## config.mk

```make
export PLATFORM = sky130hd
export DESIGN_NAME = fifo_wr_arbiter
export DESIGN_NICKNAME = d
export VERILOG_FILES = /design/src/rtl/fifo_wr_arbiter.sv
export SDC_FILE = /design/constraint.sdc
export NUM_CORES = 1
export LEC_CHECK = 0
export ABC_AREA = 0
export BUFFER_PORTS_ARGS = -buffer_cell sky130_fd_sc_hd__buf_2
export CORE_UTILIZATION = 40
export CTS_CLUSTER_DIAMETER = 30
export CTS_CLUSTER_SIZE = 20
export DETAILED_ROUTE_END_ITERATION = 8
export HOLD_SLACK_MARGIN = 0.15
export PLACE_DENSITY = 0.71
export SETUP_SLACK_MARGIN = 0.4
export SKIP_LAST_GASP = 1
export SLEW_MARGIN = 20
export SYNTH_ARGS = -nofsm -noshare
export SYNTH_HDL_FRONTEND = slang
export SYNTH_SLANG_ARGS = --single-unit
```

## constraint.sdc

```tcl
create_clock -name wclk -period 2.82 [get_ports wclk]
set_input_delay 0.141 -clock wclk [delete_from_list [all_inputs] [get_ports wclk]]
set_output_delay 0.141 -clock wclk [all_outputs]
set_load 0.02 [all_outputs]
```

## src/rtl/fifo_wr_arbiter.sv

```systemverilog
// fifo_wr_arbiter: packet-granular round-robin arbiter in front of a single
// FIFO push port. A requester that wins arbitration owns the port until it
// presents its last beat. FIFO full stalls the owner without releasing the
// lock. A watchdog aborts a packet whose owner goes quiet for TIMEOUT cycles.
module fifo_wr_arbiter #(
    parameter int NREQ    = 4,
    parameter int IDW     = 2,
    parameter int DWIDTH  = 8,
    parameter int TIMEOUT = 15
) (
    input  logic                     wclk,
    input  logic                     reset,
    input  logic [NREQ-1:0]          req,
    input  logic [NREQ-1:0]          req_last,
    input  logic [NREQ*DWIDTH-1:0]   req_data,
    output logic [NREQ-1:0]          gnt,
    output logic                     push,
    output logic [DWIDTH-1:0]        wdata,
    input  logic                     full,
    output logic [IDW-1:0]           owner,
    output logic                     busy,
    output logic                     err
);

    typedef enum logic [1:0] {
        ST_IDLE = 2'd0,
        ST_ARB  = 2'd1,
        ST_XFER = 2'd2
    } state_t;

    // The watchdog aborts on the edge that ends the TIMEOUT-th idle cycle.
    localparam logic [7:0] WD_LIMIT = 8'(TIMEOUT - 1);

    state_t              r_state;
    state_t              w_state_next;
    logic [IDW-1:0]      r_rr;
    logic [IDW-1:0]      w_rr_next;
    logic [IDW-1:0]      r_owner;
    logic [IDW-1:0]      w_owner_next;
    logic                r_err;
    logic                w_err_next;
    logic [7:0]          r_wdog;
    logic [7:0]          w_wdog_next;

    logic [DWIDTH-1:0]   w_data_arr [NREQ];
    logic                w_own_req;
    logic                w_own_last;
    logic                w_accept;
    logic                w_found_hi;
    logic                w_found_lo;
    logic [IDW-1:0]      w_win_hi;
    logic [IDW-1:0]      w_win_lo;
    logic [IDW-1:0]      w_winner;

    // Unpack the flat data bus and build the one-hot grant vector.
    generate
        for (genvar gi = 0; gi < NREQ; gi++) begin : g_lane
            assign w_data_arr[gi] = req_data[gi*DWIDTH +: DWIDTH];
            assign gnt[gi]        = w_accept && (r_owner == IDW'(gi));
        end
    endgenerate

    assign w_own_req  = req[r_owner];
    assign w_own_last = req_last[r_owner];
    // A beat moves only when locked, the owner is valid, the FIFO has room
    // and no reset is in progress.
    assign w_accept   = (r_state == ST_XFER) && w_own_req && !full && !reset;

    assign push  = |gnt;
    assign wdata = w_data_arr[r_owner];
    assign owner = r_owner;
    assign busy  = (r_state != ST_IDLE);
    assign err   = r_err;

    // Round-robin winner: lowest requester above the pointer, else the
    // lowest requester at or below it (wraparound).
    always_comb begin
        w_found_hi = 1'b0;
        w_found_lo = 1'b0;
        w_win_hi   = '0;
        w_win_lo   = '0;
        for (int i = NREQ - 1; i >= 0; i--) begin
            if (req[i]) begin
                if (IDW'(i) > r_rr) begin
                    w_found_hi = 1'b1;
                    w_win_hi   = IDW'(i);
                end else begin
                    w_found_lo = 1'b1;
                    w_win_lo   = IDW'(i);
                end
            end
        end
        w_winner = w_found_hi ? w_win_hi : w_win_lo;
    end

    // Next-state logic: arbitration, packet lock, stall and watchdog abort.
    always_comb begin
        w_state_next = r_state;
        w_rr_next    = r_rr;
        w_owner_next = r_owner;
        w_err_next   = r_err;
        w_wdog_next  = r_wdog;
        case (r_state)
            ST_IDLE: begin
                w_wdog_next = '0;
                if (|req) begin
                    w_state_next = ST_ARB;
                    w_owner_next = w_winner;
                end
            end
            ST_ARB: begin
                w_wdog_next  = '0;
                w_state_next = ST_XFER;
            end
            ST_XFER: begin
                if (w_accept) begin
                    w_wdog_next = '0;
                    if (w_own_last) begin
                        w_rr_next    = r_owner;
                        w_state_next = ST_IDLE;
                    end
                end else if (!full && !w_own_req) begin
                    // Owner is silent while the FIFO could take data.
                    if (r_wdog == WD_LIMIT) begin
                        w_err_next   = 1'b1;
                        w_rr_next    = r_owner;
                        w_state_next = ST_IDLE;
                        w_wdog_next  = '0;
                    end else begin
                        w_wdog_next = r_wdog + 8'd1;
                    end
                end
            end
            default: begin
                w_state_next = ST_IDLE;
            end
        endcase
    end

    // State registers with synchronous reset; reset drops any lock at once.
    always_ff @(posedge wclk) begin
        if (reset) begin
            r_state <= ST_IDLE;
            r_rr    <= IDW'(NREQ - 1);
            r_owner <= '0;
            r_err   <= 1'b0;
            r_wdog  <= '0;
        end else begin
            r_state <= w_state_next;
            r_rr    <= w_rr_next;
            r_owner <= w_owner_next;
            r_err   <= w_err_next;
            r_wdog  <= w_wdog_next;
        end
    end

endmodule

```

==> results.toml <==
[synth]
synth_cells = 135
synth_top_area_frac = 0.256
synth.net_count = 180
synth-seq-cells = 15
synth_edf_count = 0
synth.distinct_cells = 39
synthArstFlopShare = 0
synthTopCellsByArea = "dfxtp_1 26%, mux4_2 13%, mux2i_1 5.1%"
syn_area_um2 = 1170
synthFlopType = "dfxtp_1"
ys_seq_area_frac = 0.256
yosys_warnings = 0
syn-mean-instance-area_um2 = 8.68
synth_area_leader_cell = "dfxtp_1"

[grt]
grt_start_max_net_pins = 23
antenna_found_initial = 0
grt_pass1_vias = 1136
grt.overflow.total = 0
track_usage = 0.208
grt_pass1_wl_um = 5230

[clock_tree]
cts_root_buffer = "clkbuf_4"
cts_tree = "built"
hold_buffers = 0
htreeDepth = 1
cts_sinks = 15
cts_buffer_depth = 2
cts_buffers = 3
clk_latency_ps = 290
cts_setup_buffers = 0
path_clk_slew_ps = 90
cts.repair.resized = 0

[power]
p_per_area_nw_per_um2 = 425
p_leak_nw = 0.670
ir_drop_mv = 0.371

[cells_and_area]
syn_to_final_growth_pct = 30.1
final_nets = 240
antenna_cells = 0
drive_gt1_frac = 0.402

[floorplan]
rows = 19
io_pins = 60
core_area_um2 = 2760
start_util = 0.425
dieHeight_um = 56.1
die_w_um = 56.1
die_area_um2 = 3150

[route]
drt-total-wl_um = 3170
drc = 0
vias_per_cell = 5.80
routedWlPerCell_um = 14.1
dr.first_iter.drc_count = 50
vias = 1306
postRouteAntennaNets = 0
first_pass_iters = 4

[sta]
fin_ws_ps = 568
tns_ps = 0
worstMarginPinSlew_ps = 947
drv_slew = 0
max_freq_ghz = 0.444
whs_ps = 201
fin_skew_ps = 3.87
max_slew_margin = 0.363
hold_viol = 0
fin_crit_sh = 0.799
period_minus_slack_ps = 2250
finalSetupViolCount = 0
grt_setup_unrepaired = "false"

[placed_design]
hpwl_um = 2500
pre_cts_ws_ps = 723
io_buffers = 59
gp_congestion = 0.832

[run_status]
status = "completed"

[worst_setup_path]
cp-end-kind = "primary output"
cp_slowest_cell = "dfxtp_1"
worstSetupPathType = "reg2out"
cp_max_fo = 18
critPathLaunchType = "flop"
cp.arrival_ps = 2110
path_cells = "buf_4 -> mux2_2 -> mux2i_1 -> nor4_2 -> and3_1 -> buf_2"
max_stage_delay_ps = 390
required_ps = 2680

[min_path]
holdCritPathClass = "in2reg"

[job]
maxCapViolCount = 0
[synthesized netlist by cell type (all sizes together), types with 2 or more instances]
| master | number |
|---|---|
| a21oi | 6 |
| a31oi | 4 |
| a32o | 2 |
| and3 | 4 |
| buf | 3 |
| clkbuf | 3 |
| dfxtp | 15 |
| ha | 2 |
| inv | 5 |
| mux2 | 3 |
| mux2i | 6 |
| mux4 | 8 |
| nand2 | 15 |
| nand2b | 3 |
| nand3 | 6 |
| nand3b | 2 |
| nor2 | 11 |
| nor2b | 2 |
| nor3 | 6 |
| nor3b | 3 |
| nor4 | 4 |
| o21ai | 7 |
| o2bb2ai | 3 |
| or4 | 2 |
[worst paths after layout]
check	slack, ps	from	depth (start not counted)	endpoint
setup / recovery	570	owner[1]	6	gnt[3]
hold / removal	200	req[0]	3	r_state[0]
setup reg to reg	710	r_wdog[0]	7	r_wdog[7]
hold reg to reg	500	err	2	err
[cell type report]
class / instances / area (µm²)
sequential: 15 / 300
inverter: 5 / 18.8
multi-input combinational: 109 / 830
clock buffer: 3 / 22.5
tap: 31 / 38.8
fill: 259 / 1230
timing repair buffer: 61 / 310
clock inverter: 1 / 5.00
[worst max-delay path, delay by kind of cell (launching register included)]
| family | cells | cell delay, ps |
|---|---|---|
| multiplexers | 2 | 680 |
| buffers and inverters | 2 | 410 |
| AND/OR/NAND/NOR | 2 | 330 |
| flip-flops | 1 | 390 |
[state kept, by name, summed over array words and instances, names as in the netlist]
register and count:
owner 2, r_rr 2, r_state 2, err 1, r_wdog 8
[cell families (layout without fill, tap and decap cells)]
kind of cell    Yosys count  in the layout  synth area share
buf+inv                  11             70            0.0416
simple gates             62             62             0.282
compound gates           28             28             0.159
mux                      17             17             0.240
flops                    15             15             0.256
fa+ha+maj                 2              2            0.0213
[metal layers]
layer / global-route usage / routed length [µm] / vias up
li1: - / - / 636
met1: 0.249 / 1340 / 598
met2: 0.359 / 1510 / 66
met3: 0.0558 / 269 / 6
met4: 0.0697 / 49 / 0
met5: 0 / 0 / -
[layout by cell type, fill, tap and decap left out, drive strengths merged, types with 2 or more instances in the layout]
cell type / Yosys / routed
buf: 3 / 61
nand2: 15 / 15
dfxtp: 15 / 15
nor2: 11 / 11
mux4: 8 / 8
o21ai: 7 / 7
mux2i: 6 / 6
nor3: 6 / 6
a21oi: 6 / 6
nand3: 6 / 6
inv: 5 / 5
a31oi: 4 / 4
and3: 4 / 4
nor4: 4 / 4
nand2b: 3 / 3
nor3b: 3 / 3
o2bb2ai: 3 / 3
clkbuf: 3 / 3
mux2: 3 / 3
nand3b: 2 / 2
nor2b: 2 / 2
a32o: 2 / 2
ha: 2 / 2
or4: 2 / 2
[through the flow]
stage	util	power, mW	cell area, µm²	cells
floorplan	-	0.433	1180	135
finish	0.553	0.649	1530	225
CTS	0.553	0.645	1530	225
global placement	0.543	0.518	1500	221
detailed placement	0.543	0.523	1500	221
global route	0.553	0.685	1530	225
[power breakdown]
| group | internal, mW | switching, mW | total, mW |
|---|---|---|---|
| clock network | 0.0529 | 0.0767 | 0.130 |
| registers | 0.223 | 0.0134 | 0.236 |
| logic | 0.123 | 0.159 | 0.283 |
| total | 0.399 | 0.249 | 0.649 |
(Power assumes the default switching activity.)
